<file path="src/rtl/risc_pkg.sv">
// risc_pkg: shared definitions for the 8-bit RISC pipeline.
// Holds the opcode map, instruction field positions, datapath defaults and
// the decode-stage state encoding. No ports.
package risc_pkg;

    // Datapath defaults
    localparam int DATA_W_DEF = 8;
    localparam int NREG_DEF   = 8;

    // Instruction field positions
    localparam int OP_MSB  = 15;
    localparam int OP_LSB  = 12;
    localparam int RD_MSB  = 11;
    localparam int RD_LSB  = 9;
    localparam int RA_MSB  = 8;
    localparam int RA_LSB  = 6;
    localparam int RB_MSB  = 5;
    localparam int RB_LSB  = 3;
    localparam int IMM_MSB = 7;
    localparam int IMM_LSB = 0;

    // Opcodes: 0x0..OP_ALU_MAX are passed straight to the ALU
    localparam logic [3:0] OP_ALU_MAX = 4'h9;
    localparam logic [3:0] OP_LDI     = 4'hA;
    localparam logic [3:0] OP_JMP     = 4'hB;
    localparam logic [3:0] OP_BZ      = 4'hC;
    localparam logic [3:0] OP_BN      = 4'hD;
    localparam logic [3:0] OP_NOP     = 4'hE;
    localparam logic [3:0] OP_HALT    = 4'hF;
    localparam logic [3:0] ALU_ADD    = 4'h0;

    // Decode-stage states
    typedef enum logic [1:0] {
        RUN      = 2'd0,
        FLAGWAIT = 2'd1,
        FLUSH    = 2'd2,
        HALTED   = 2'd3
    } id_state_t;

    // Branch condition: BN tests the N flag, BZ tests the Z flag
    function automatic logic branch_cond(input logic is_bn, input logic gn, input logic gz);
        return is_bn ? gn : gz;
    endfunction

endpackage

</file>
<file path="src/rtl/reg_file.sv">
// reg_file: NREG x DATA_W register file, one write port, two combinational
// read ports. A read of the address being written in the same cycle returns
// the write data. Cleared by synchronous active-low reset; writes are
// ignored while reset is asserted.
// Ports: clk, rst, we/waddr/wdata (write), raddr_a/raddr_b -> rdata_a/rdata_b.
module reg_file
    import risc_pkg::*;
#(
    parameter int DATA_W = DATA_W_DEF,
    parameter int NREG   = NREG_DEF
) (
    input  logic                    clk,
    input  logic                    rst,
    input  logic                    we,
    input  logic [$clog2(NREG)-1:0] waddr,
    input  logic [DATA_W-1:0]       wdata,
    input  logic [$clog2(NREG)-1:0] raddr_a,
    input  logic [$clog2(NREG)-1:0] raddr_b,
    output logic [DATA_W-1:0]       rdata_a,
    output logic [DATA_W-1:0]       rdata_b
);

    logic [DATA_W-1:0] mem_r [NREG];

    // Register storage: reset clears every entry, otherwise one write per cycle
    always_ff @(posedge clk) begin
        if (!rst) begin
            for (int i = 0; i < NREG; i++) begin
                mem_r[i] <= '0;
            end
        end else if (we) begin
            mem_r[waddr] <= wdata;
        end
    end

    // Read ports with write-through bypass
    always_comb begin
        rdata_a = mem_r[raddr_a];
        rdata_b = mem_r[raddr_b];
        if (we && (waddr == raddr_a)) begin
            rdata_a = wdata;
        end else begin
            rdata_a = mem_r[raddr_a];
        end
        if (we && (waddr == raddr_b)) begin
            rdata_b = wdata;
        end else begin
            rdata_b = mem_r[raddr_b];
        end
    end

endmodule

</file>
<file path="src/rtl/id_stage.sv">
// id_stage: instruction decode stage. Accepts instructions from fetch,
// reads operands (EXE forward > WB bypass > register file), loads the ID/EXE
// register and resolves branches against the execute stage's N/Z flags,
// waiting one cycle when the instruction in ID/EXE is still producing them.
// Ports: if_valid/if_instr/id_ready (fetch handshake), wb_* (writeback),
// OALUD/IFgn/IFgz (execute feedback), Ira/Irb/OPALU/NFCR/ZFCR/exe_rd/exe_wen
// (ID/EXE register), br_taken/br_target (redirect), halted.
module id_stage
    import risc_pkg::*;
#(
    parameter int DATA_W = DATA_W_DEF,
    parameter int NREG   = NREG_DEF
) (
    input  logic                    clk,
    input  logic                    rst,
    input  logic                    if_valid,
    input  logic [15:0]             if_instr,
    output logic                    id_ready,
    input  logic                    wb_en,
    input  logic [$clog2(NREG)-1:0] wb_addr,
    input  logic [DATA_W-1:0]       wb_data,
    input  logic [DATA_W-1:0]       OALUD,
    input  logic                    IFgn,
    input  logic                    IFgz,
    output logic [DATA_W-1:0]       Ira,
    output logic [DATA_W-1:0]       Irb,
    output logic [3:0]              OPALU,
    output logic                    NFCR,
    output logic                    ZFCR,
    output logic [$clog2(NREG)-1:0] exe_rd,
    output logic                    exe_wen,
    output logic                    br_taken,
    output logic [7:0]              br_target,
    output logic                    halted
);

    localparam int AW = $clog2(NREG);

    id_state_t         state_r;
    logic              held_is_bn_r;
    logic [7:0]        held_target_r;

    logic              xfer_s;
    logic [3:0]        op_s;
    logic [AW-1:0]     rd_s;
    logic [AW-1:0]     ra_s;
    logic [AW-1:0]     rb_s;
    logic [7:0]        imm_s;
    logic [DATA_W-1:0] rf_a_s;
    logic [DATA_W-1:0] rf_b_s;
    logic [DATA_W-1:0] opnd_a_s;
    logic [DATA_W-1:0] opnd_b_s;

    assign op_s   = if_instr[OP_MSB:OP_LSB];
    assign rd_s   = if_instr[RD_MSB:RD_LSB];
    assign ra_s   = if_instr[RA_MSB:RA_LSB];
    assign rb_s   = if_instr[RB_MSB:RB_LSB];
    assign imm_s  = if_instr[IMM_MSB:IMM_LSB];

    assign id_ready = (state_r == RUN) || (state_r == FLUSH);
    assign xfer_s   = if_valid && id_ready;

    reg_file #(
        .DATA_W (DATA_W),
        .NREG   (NREG)
    ) u_reg_file (
        .clk     (clk),
        .rst     (rst),
        .we      (wb_en),
        .waddr   (wb_addr),
        .wdata   (wb_data),
        .raddr_a (ra_s),
        .raddr_b (rb_s),
        .rdata_a (rf_a_s),
        .rdata_b (rf_b_s)
    );

    // Operand select: the result now in execute beats the register file path
    // (which already carries the writeback bypass)
    always_comb begin
        opnd_a_s = rf_a_s;
        opnd_b_s = rf_b_s;
        if (exe_wen && (exe_rd == ra_s)) begin
            opnd_a_s = OALUD;
        end else begin
            opnd_a_s = rf_a_s;
        end
        if (exe_wen && (exe_rd == rb_s)) begin
            opnd_b_s = OALUD;
        end else begin
            opnd_b_s = rf_b_s;
        end
    end

    // Decode FSM and ID/EXE register; every cycle starts from a bubble
    always_ff @(posedge clk) begin
        if (!rst) begin
            state_r       <= RUN;
            held_is_bn_r  <= 1'b0;
            held_target_r <= 8'h00;
            Ira           <= '0;
            Irb           <= '0;
            OPALU         <= 4'h0;
            NFCR          <= 1'b0;
            ZFCR          <= 1'b0;
            exe_rd        <= '0;
            exe_wen       <= 1'b0;
            br_taken      <= 1'b0;
            br_target     <= 8'h00;
            halted        <= 1'b0;
        end else begin
            Ira       <= '0;
            Irb       <= '0;
            OPALU     <= 4'h0;
            NFCR      <= 1'b0;
            ZFCR      <= 1'b0;
            exe_rd    <= '0;
            exe_wen   <= 1'b0;
            br_taken  <= 1'b0;
            br_target <= 8'h00;
            case (state_r)
                RUN: begin
                    if (xfer_s) begin
                        case (op_s)
                            OP_LDI: begin
                                Ira     <= DATA_W'(imm_s);
                                OPALU   <= ALU_ADD;
                                exe_rd  <= rd_s;
                                exe_wen <= 1'b1;
                            end
                            OP_JMP: begin
                                br_taken  <= 1'b1;
                                br_target <= imm_s;
                                state_r   <= FLUSH;
                            end
                            OP_BZ, OP_BN: begin
                                // Flags are stale while the ID/EXE instruction updates them
                                if (NFCR || ZFCR) begin
                                    held_is_bn_r  <= (op_s == OP_BN);
                                    held_target_r <= imm_s;
                                    state_r       <= FLAGWAIT;
                                end else if (branch_cond(op_s == OP_BN, IFgn, IFgz)) begin
                                    br_taken  <= 1'b1;
                                    br_target <= imm_s;
                                    state_r   <= FLUSH;
                                end else begin
                                    state_r <= RUN;
                                end
                            end
                            OP_NOP: begin
                                state_r <= RUN;
                            end
                            OP_HALT: begin
                                halted  <= 1'b1;
                                state_r <= HALTED;
                            end
                            default: begin
                                if (op_s <= OP_ALU_MAX) begin
                                    Ira     <= opnd_a_s;
                                    Irb     <= opnd_b_s;
                                    OPALU   <= op_s;
                                    NFCR    <= 1'b1;
                                    ZFCR    <= 1'b1;
                                    exe_rd  <= rd_s;
                                    exe_wen <= 1'b1;
                                end else begin
                                    state_r <= RUN;
                                end
                            end
                        endcase
                    end else begin
                        state_r <= RUN;
                    end
                end
                FLAGWAIT: begin
                    if (branch_cond(held_is_bn_r, IFgn, IFgz)) begin
                        br_taken  <= 1'b1;
                        br_target <= held_target_r;
                        state_r   <= FLUSH;
                    end else begin
                        state_r <= RUN;
                    end
                end
                FLUSH: begin
                    // Whatever fetch hands over now is on the wrong path
                    state_r <= RUN;
                end
                HALTED: begin
                    halted  <= 1'b1;
                    state_r <= HALTED;
                end
                default: begin
                    state_r <= RUN;
                end
            endcase
        end
    end

endmodule

</file>
<file path="config.mk">
export PLATFORM = sky130hd
export DESIGN_NAME = id_stage
export DESIGN_NICKNAME = d
export VERILOG_FILES = /design/src/rtl/risc_pkg.sv /design/src/rtl/reg_file.sv /design/src/rtl/id_stage.sv
export SDC_FILE = /design/constraint.sdc
export NUM_CORES = 1
export LEC_CHECK = 0
export ABC_AREA = 1
export CAP_MARGIN = 20
export CORE_MARGIN = 2
export CORE_UTILIZATION = 35
export DETAILED_ROUTE_END_ITERATION = 12
export PLACE_DENSITY_LB_ADDON = 0.08
export SETUP_SLACK_MARGIN = 0.05
export SYNTH_ARGS = -nofsm -noshare
export SYNTH_HDL_FRONTEND = slang
export SYNTH_HIERARCHICAL = 1
export SYNTH_SLANG_ARGS = --single-unit
</file>
<file path="constraint.sdc">
create_clock -name clk -period 1.71 [get_ports clk]
set_clock_uncertainty 0.05 [all_clocks]
set_input_delay 0.2565 -clock clk [delete_from_list [all_inputs] [get_ports clk]]
set_output_delay 0.2565 -clock clk [all_outputs]
set_load 0.05 [all_outputs]
</file>
==> impl_metrics.py, run 1 <==
metrics = {
    "synth": {
        "ys_async_sr_fraction": 0,
        "ys_types": 27,
        "ys_seq_area_frac": 0.4751,
        "synth.most_common_cell": "nand2_1",
        "avgSynthCellArea_um2": 7.306,
        "yosys_warnings": 6,
        "synth_cells": 819,
        "netlist_area_mm2": 0.005983,
        "ys.flop_type": "edfxtp_1",
        "synth_edf_count": 64,
        "synth_top_cell_by_area": "edfxtp_1",
        "synth_top_area_frac": 0.3212,
        "synth_common_cells": "nand2_1 (223), nand3_1 (141), nor2_1 (117)",
        "synth_nets": 860,
        "synthTopCellsByArea": "edfxtp_1 (32%), dfxtp_1 (15%), nand2_1 (14%), nand3_1 (12%), nor2_1 (7.3%)",
        "ys_ff_latch": 110,
    },
    "clock_tree": {
        "path_clk_slew_ps": 70,
        "cts_max_level": 3,
        "cts_tree": "done",
        "cts_sinks": 110,
        "numCtsBuffers": 9,
        "root_buffer": "clkbuf_16",
        "hold_buffers": 0,
        "insertion_delay_ps": 360,
        "clk_path_buf_depth": 2,
    },
    "setup_path": {
        "end_kind": "flop",
        "crit_path_frequent_cell": "nand2_1",
        "ff2ff_path_depth": 7,
        "r2r-start": "exe_rd[1]$_SDFF_PN0_",
        "cp_top_family": "buffers and inverters",
        "worstSetupPathType": "in2reg",
        "r2r-end": "Irb[0]$_SDFF_PP0_",
        "crit_buf_inv": 2,
        "r2r_slack_ps": 260,
        "worstPathCellList": "clkdlybuf4s50_1, nand2_1, nor2_4, nand2_2, nand2_1, buf_12",
        "start_kind": "input pin",
        "slowest_delay_ps": 550,
        "cp_max_fo": 8,
        "worst-endpoint-required_ps": 1740,
        "slowest_stage": "clkdlybuf4s50_1",
        "cp.arrival_ps": 1640,
    },
    "power": {
        "p_per_area_mw_per_mm2": 788.5,
        "ir_worst_vdd_mv": 0.4943,
        "p_leak_nw": 3.943,
    },
    "run": {
        "max_cap_violations": 0,
    },
    "floorplan": {
        "die-area_mm2": 0.01816,
        "rows": 47,
        "core_area_mm2": 0.01664,
        "die-height_um": 134.7,
        "ios": 78,
        "start_util": 0.3595,
        "die_w_um": 134.7,
    },
    "finish": {
        "drive_gt1_frac": 0.2113,
        "final_util": 0.4878,
        "nets": 1006,
        "syn2layout_area_growth_pct": 35.68,
        "fin_cells": 1190,
        "fillers": 1676,
        "diodes": 0,
    },
    "sta": {
        "layout_setup_ws_ps": 97.06,
        "period_needed_ps": 1613,
        "post-route-period-util": 0.9432,
        "slew_viol_final": 0,
        "setup_viol": 0,
        "rsz0062_at_grt": "false",
        "fmax_ghz": 0.6200,
        "worst_pin_slew_ps": 292.3,
        "relSlewSlack": 0.8044,
        "final_hold_viol_count": 0,
        "holdWs_ps": 358.0,
    },
    "global_routing": {
        "overflow": 0,
        "antenna_found_initial": 0,
        "grt_pass1_vias": 5649,
        "track_usage": 0.2356,
        "grt_max_degree": 29,
        "grt_pass1_wl_um": 32010,
    },
    "min_path": {
        "hold_path_end": "halted$_SDFFE_PN0P_",
        "hold_depth": 3,
        "hp-start": "rst",
        "hold_class": "in2reg",
    },
    "run_status": {
        "status": "completed",
    },
    "route": {
        "drt_first_pass_iters": 6,
        "vias": 5906,
        "wl_per_cell_um": 17.58,
        "drc": 0,
        "drtAntennaViolNets": 0,
        "wl_um": 20920,
        "viasPerCell": 4.963,
        "drt_iter0_drc": 555,
    },
    "place": {
        "port_buffers": 77,
        "dp_hpwl_um": 16320,
        "place.gp.congestion": 0.9467,
        "dp.cells": 1169,
        "place_ws_ps": -392.9,
    },
}
[state kept, by name, indices dropped and copies added (netlist names)]
name,count
exe_wen,1
Irb,8
OPALU,4
held_target_r,8
br_target,8
ZFCR,1
Ira,8
br_taken,1
halted,1
held_is_bn_r,1
exe_rd,3
u_reg_file/mem_r,64
state_r,2
[cells in the final DEF (no fill, tap or decap)]
| master | n |
|---|---|
| clkinvlp_4 | 1 |
| nor2_4 | 8 |
| xor2_1 | 1 |
| a21oi_2 | 4 |
| nand2_1 | 220 |
| clkbuf_1 | 1 |
| inv_6 | 2 |
| nand2_2 | 16 |
| clkinv_2 | 1 |
| nand3_4 | 2 |
| buf_6 | 3 |
| nand3_2 | 11 |
| edfxtp_1 | 64 |
| nand4_4 | 1 |
| o21ai_1 | 12 |
| dlymetal6s2s_1 | 5 |
| inv_8 | 1 |
| nor2_1 | 115 |
| a21oi_1 | 16 |
| nor3_2 | 1 |
| nor3_1 | 1 |
| dlygate4sd2_1 | 5 |
| clkinv_4 | 3 |
| inv_1 | 109 |
| clkbuf_16 | 9 |
| buf_4 | 94 |
| buf_12 | 22 |
| inv_2 | 13 |
| nor2_2 | 5 |
| clkbuf_8 | 1 |
| inv_4 | 1 |
| bufbuf_16 | 1 |
| nand3_1 | 130 |
| nor3_4 | 1 |
| o21ai_0 | 10 |
| clkdlybuf4s50_1 | 30 |
| nand2_4 | 4 |
| dfxtp_1 | 46 |
[worst max path at each step]
stage                             startpoint                                   end  depth (start not counted)  slack [ps]
final                                  wb_en  u_reg_file/mem_r[0][5]$_SDFFCE_PN0P_                          6         100
after global placement           if_instr[7]                     Ira[3]$_SDFF_PN0_                         12        -400
after global routing                   wb_en  u_reg_file/mem_r[0][5]$_SDFFCE_PN0P_                          6          70
after detailed placement         if_instr[6]                     Ira[3]$_SDFF_PN0_                         13        -390
after CTS                        if_instr[6]                     Ira[6]$_SDFF_PN0_                         13          50
after floorplan           exe_wen$_SDFF_PN0_                     Irb[0]$_SDFF_PP0_                          5          70
[where the power goes]
part	switching, W	internal (W)
registers	0.0000478	0.00293
logic	0.000862	0.000524
clock network	0.000994	0.00105
total	0.00190	0.00450
[layer usage]
layer	GRT usage	part of all wire	wire, µm
met5	0	0	0
met1	0.3250	0.46	9570
met2	0.3680	0.45	9437
met3	0.03866	0.061	1268
met4	0.09766	0.031	639
[worst reg2reg max path, delay by kind of cell, from the launching register on]
| family | cells | cell delay [ps] |
|---|---|---|
| and+or+nand+nor | 3 | 450 |
| buffers and inverters | 3 | 420 |
| DFF | 1 | 340 |
| AOI/OAI and AO/OA | 1 | 90 |
[logic make-up after synthesis]
group | Yosys count | share of synthesized area
buf+inv | 153 | 0.1094
xor+xnor | 1 | 0.001464
compound gates | 42 | 0.03513
flops | 110 | 0.4751
simple gates | 513 | 0.3789
[metrics by stage]
stage,setup TNS [ps],instance area [µm²],power (W)
2_1_floorplan,0,5983,0.003712
3_3_place_gp,-36540,7632,0.004358
3_5_place_dp,-36040,7632,0.004351
4_1_cts,0,8029,0.006423
5_1_grt,0,8118,0.006667
6_report,0,8118,0.006401
[layout make-up]
cell class                 count  area, µm²  share of cell area
clock buffer                  11      242.7             0.02990
timing repair buffer         160       1619              0.1994
sequential                   110       2843              0.3502
clock inverter                 5      42.54            0.005240
tap                          220      275.3             0.03391
multi-input combinational    558       2606              0.3211
inverter                     126      489.2             0.06027
[timing repair]
| action | in CTS | in global routing |
|---|---|---|
| gates resized for setup | 18 | 26 |
| gates cloned | 2 | 1 |
| setup endpoints to repair | 26 | 24 |
| endpoints found under the hold margin | 0 | 0 |
| setup buffers | 2 | 0 |
| pin swaps | 6 | 12 |
Note: power is estimated with default switching activity, not from simulation.
==> run 2, diff against run 1 <==
GPL_ROUTABILITY_DRIVEN = 0   (was not set)
==> run 2 against run 1 <==
Worst setup slack better by 5.3 ps. Via count down 0.81%. Clock power up 5%. Register-to-register slack better by 60 ps. Clock-buffer cell count unchanged. Sequential cell count unchanged. Sequential power about the same. Combinational power down 5%. First-iteration DRC count up 0.72%. Design area down 1.7%. Critical path type unchanged. Highest routed layer unchanged.
==> impl_metrics.py, run 2 (synthesis gave the netlist of run 1 again) <==
metrics = {
    "place": {
        "dp.cells": 1175,
        "dp_hpwl_um": 15310,
        "place_ws_ps": -320.3,
        "placed_area_mm2": 0.007540,
        "port_buffers": 77,
    },
    "global_routing": {
        "antenna_found_initial": 0,
        "grt_pass1_vias": 5681,
        "track_usage": 0.2239,
        "grt_pass1_wl_um": 30800,
        "grt_max_degree": 37,
        "overflow": 0,
    },
    "sta": {
        "holdWs_ps": 359.2,
        "period_needed_ps": 1608,
        "layout_setup_ws_ps": 102.3,
        "setup_viol": 0,
        "relSlewSlack": 0.7626,
        "slew_viol_final": 0,
        "fmax_ghz": 0.6220,
        "rsz0062_at_grt": "true",
        "post-route-period-util": 0.9401,
        "final_hold_viol_count": 0,
        "worst_pin_slew_ps": 355.5,
    },
    "clock_tree": {
        "path_clk_slew_ps": 80,
        "hold_buffers": 0,
        "numCtsBuffers": 9,
        "root_buffer": "clkbuf_16",
        "clk_path_buf_depth": 2,
        "cts_tree": "done",
        "cts_max_level": 3,
        "insertion_delay_ps": 360,
        "cts_sinks": 110,
    },
    "route": {
        "drt_iter0_drc": 559,
        "drc": 0,
        "drtAntennaViolNets": 0,
        "wl_per_cell_um": 16.72,
        "drt_first_pass_iters": 6,
        "viasPerCell": 4.902,
        "wl_um": 19990,
        "vias": 5858,
    },
    "power": {
        "ir_worst_vdd_mv": 0.4539,
        "p_leak_nw": 3.937,
        "p_per_area_mw_per_mm2": 806.0,
        "p_total_w": 0.006432,
    },
    "floorplan": {
        "core_area_mm2": 0.01664,
        "rows": 47,
        "die-area_mm2": 0.01816,
        "start_util": 0.3595,
        "die-height_um": 134.7,
        "ios": 78,
        "die_w_um": 134.7,
    },
    "finish": {
        "nets": 1011,
        "drive_gt1_frac": 0.2062,
        "fin_cells": 1195,
        "mostFrequentLayoutCells": "nand2_1 (221), nand3_1 (134), nor2_1 (117), buf_4 (112), inv_1 (109)",
        "syn2layout_area_growth_pct": 33.38,
        "fillers": 1654,
        "largest_reg_flops": 64,
        "final_common_cell": "nand2_1",
        "diodes": 0,
        "final_cell_area_mm2": 0.007980,
        "largest-register": "u_reg_file/mem_r",
    },
    "min_path": {
        "hold_class": "in2reg",
    },
    "setup_path": {
        "cp.arrival_ps": 1810,
        "worstSetupPathType": "in2reg",
        "worst-endpoint-required_ps": 1910,
        "end_kind": "flop",
        "cp_max_fo": 6,
        "start_kind": "input pin",
    },
    "run": {
        "max_cap_violations": 0,
    },
    "run_status": {
        "status": "completed",
    },
}
[run 2: where the power goes]
group | internal [W] | total (W) | switching, W
registers | 0.00293 | 0.00297 | 0.0000460
clock network | 0.00113 | 0.00214 | 0.00101
logic | 0.000490 | 0.00132 | 0.000829
total | 0.00455 | 0.00643 | 0.00188
[run 2: path summary, 6_finish.rpt]
check,from,end,slack [ps],depth (start not counted)
min,rst,held_target_r[1]$_SDFFE_PN0P_,360,4
max reg2reg,exe_rd[1]$_SDFF_PN0_,Irb[5]$_SDFF_PP0_,320,7
max,if_instr[4],Irb[1]$_SDFF_PP0_,100,11
min reg2reg,held_target_r[7]$_SDFFE_PN0P_,br_target[7]$_SDFF_PN0_,410,2
[run 2: stage by stage]
step | util | setup TNS (ps)
5_1_grt | 0.4795 | 0
3_5_place_dp | 0.4530 | -25470
2_1_floorplan | - | 0
6_report | 0.4795 | 0
3_3_place_gp | 0.4530 | -23170
4_1_cts | 0.4712 | 0
[run 2: what timing repair did]
| action | in CTS | in global routing |
|---|---|---|
| gates resized for setup | 0 | 31 |
| setup endpoints to repair | 0 | 28 |
| endpoints found under the hold margin | 0 | 0 |
| buffers inserted | 0 | 2 |
[run 2: area by class of cell]
class	count	area (µm²)	share of cell area
clock buffer	11	264.0	0.03308
clock inverter	5	37.54	0.004704
inverter	126	489.2	0.06130
multi-input combinational	557	2551	0.3197
sequential	110	2843	0.3562
tap	220	275.3	0.03449
timing repair buffer	166	1520	0.1905
[run 2: critical path: stages]
cell	delay, ps
clkdlybuf4s50_1	480
buf_6	140
inv_2	70
nand2_1	80
nand2_2	70
nor2_4	170
nand2_4	100
nand3_1	150
nand2_1	70
o21ai_1	160
nor2_1	60
[run 2: routing by layer]
layer,GRT usage,routed length (µm),share of wire,up-vias
met2,0.3446,8867,0.44,229
met1,0.3122,9093,0.45,2717
met5,0,0,0,-
met4,0.08187,465,0.023,0
li1,-,-,-,2880
met3,0.04542,1558,0.078,32
==> run 3, diff against run 2 <==
CORE_MARGIN = 5   (was 2)
SLEW_MARGIN = 20   (was not set)
==> run 3 against run 2 <==
Combinational power down 3%. Die area up 9.1%. Core utilization down 0.60 points. Worst hold slack worse by 87 ps. First-iteration DRC count down 3.6%. Highest routed layer unchanged.
==> impl_metrics.py, run 3 (synthesis gave the netlist of run 1 again) <==
metrics = {
    "run_status": {
        "status": "completed",
    },
    "clock_tree": {
        "cts_max_level": 3,
        "path_clk_slew_ps": 80,
        "insertion_delay_ps": 360,
        "root_buffer": "clkbuf_16",
        "cts_tree": "done",
        "clk_path_buf_depth": 2,
        "post-cts-setup-buffers": 0,
        "numCtsBuffers": 9,
        "cts_sinks": 110,
        "hold_buffers": 0,
    },
    "sta": {
        "relSlewSlack": 0.7569,
        "holdWs_ps": 272.3,
        "slew_viol_final": 0,
        "rsz0062_at_grt": "false",
        "post-route-period-util": 0.9345,
        "fmax_ghz": 0.6258,
        "final_hold_viol_count": 0,
        "period_needed_ps": 1598,
        "worst_pin_slew_ps": 364.6,
        "setup_viol": 0,
    },
    "setup_path": {
        "slowest_stage": "clkdlybuf4s50_1",
        "crit_path_frequent_cell": "nand2_1",
        "worstSetupPathType": "in2reg",
        "slowest_delay_ps": 540,
        "worst-endpoint-required_ps": 1740,
        "cp_max_fo": 8,
        "worstPathCellList": "clkdlybuf4s50_1, nand2_1, nor2_4, nand2_2, nand2_1, buf_12",
        "end_kind": "flop",
        "cp_top_family": "simple AND/OR/NAND/NOR gates",
        "cp.arrival_ps": 1630,
        "start_kind": "input pin",
        "crit_buf_inv": 2,
    },
    "route": {
        "viasPerCell": 4.953,
        "drtAntennaViolNets": 0,
        "drc": 0,
        "wl_per_cell_um": 17.17,
        "drt_first_pass_iters": 5,
        "vias": 5840,
        "drt_iter0_drc": 539,
        "wl_um": 20250,
    },
    "finish": {
        "mostFrequentLayoutCells": "nand2_1 (221), nand3_1 (138), nor2_1 (117), inv_1 (109), buf_4 (93)",
        "largest_reg_flops": 64,
        "fillers": 1693,
        "nets": 995,
        "largest-register": "u_reg_file/mem_r",
        "syn2layout_area_growth_pct": 32.16,
        "final_common_cell": "nand2_1",
        "diodes": 0,
        "drive_gt1_frac": 0.1898,
    },
    "power": {
        "p_total_w": 0.006491,
        "p_leak_nw": 3.866,
        "p_per_area_mw_per_mm2": 820.9,
        "ir_worst_vdd_mv": 0.4900,
    },
    "place": {
        "port_buffers": 77,
        "dp_hpwl_um": 15900,
    },
    "global_routing": {
        "grt_pass1_wl_um": 32200,
        "overflow": 0,
        "antenna_found_initial": 0,
        "track_usage": 0.2088,
        "grt_pass1_vias": 5731,
        "grt_max_degree": 35,
    },
    "floorplan": {
        "rows": 47,
        "die-area_mm2": 0.01981,
        "die_w_um": 140.7,
        "ios": 78,
        "die-height_um": 140.7,
        "core_area_mm2": 0.01670,
        "start_util": 0.3583,
    },
    "min_path": {
        "hold_class": "in2reg",
    },
    "run": {
        "max_cap_violations": 0,
    },
}
[run 3: changes by cell type in the layout (fill, tap and decap cells not counted), sizes merged]
cell	delta
inv	+1
bufinv	+1
clkbuf	-3
clkdlybuf4s50	-1
buf	-14
nand2	-1
dlygate4sd2	+1
[run 3: worst reg2reg max path: stages (launching register included)]
cell and delay [ps]:
dfxtp_1 340, inv_1 110, o21ai_0 80, buf_4 150, nor3_4 230, inv_1 160, nor2_1 140, nor2_1 70
[run 3: layout make-up]
cell class / instances / area, µm² / area share
Multi-Input combinational cell: 556 / 2514 / 0.3179
Clock buffer: 9 / 225.2 / 0.02848
Sequential cell: 110 / 2843 / 0.3595
Tap cell: 220 / 275.3 / 0.03481
Clock inverter: 7 / 86.33 / 0.01092
Timing Repair Buffer: 151 / 1478 / 0.1869
Inverter: 126 / 486.7 / 0.06155
[run 3: repair_timing]
action,4_1_cts,5_1_grt
setup endpoints to repair,6,32
resized for setup,1,16
pin swaps,0,1
gates cloned,0,0
[run 3: power breakdown]
| group | switching [W] | leakage (nW) | internal [W] |
|---|---|---|---|
| Clock | 0.00106 | 0.156 | 0.00117 |
| Sequential | 0.0000467 | 0.987 | 0.00293 |
| Combinational | 0.000805 | 2.72 | 0.000477 |
[run 3: final timing paths]
path,startpoint,to,slack (ps),depth (start not counted)
min reg2reg,held_target_r[3]$_SDFFE_PN0P_,br_target[3]$_SDFF_PN0_,420,2
min,if_instr[5],Ira[5]$_SDFF_PN0_,270,3
max,rst,u_reg_file/mem_r[0][0]$_SDFFCE_PN0P_,110,6
max reg2reg,exe_rd[1]$_SDFF_PN0_,Irb[3]$_SDFF_PP0_,270,7
[run 3: metrics by stage]
stage | utilization | TNS [ps] | setup slack [ps] | area, µm² | cells
2_1_floorplan | - | 0 | 70.04 | 5983 | 819
3_3_place_gp | 0.4521 | -23010 | -374.2 | 7550 | 1163
3_5_place_dp | 0.4521 | -24340 | -398.9 | 7550 | 1163
4_1_cts | 0.4706 | 0 | 111.0 | 7860 | 1179
5_1_grt | 0.4735 | 0 | 69.49 | 7908 | 1179
6_report | 0.4735 | 0 | 112.0 | 7908 | 1179
[run 3: per-layer routing]
layer  routed length, µm  share of wire  GRT usage  vias to the layer above
li1                    -              -          -                     2852
met1                9393           0.46     0.3053                     2710
met2                8742           0.43     0.3158                      247
met3                1680          0.083    0.03759                       31
met4                 430          0.021    0.06170                        0
met5                   0              0          0                        -
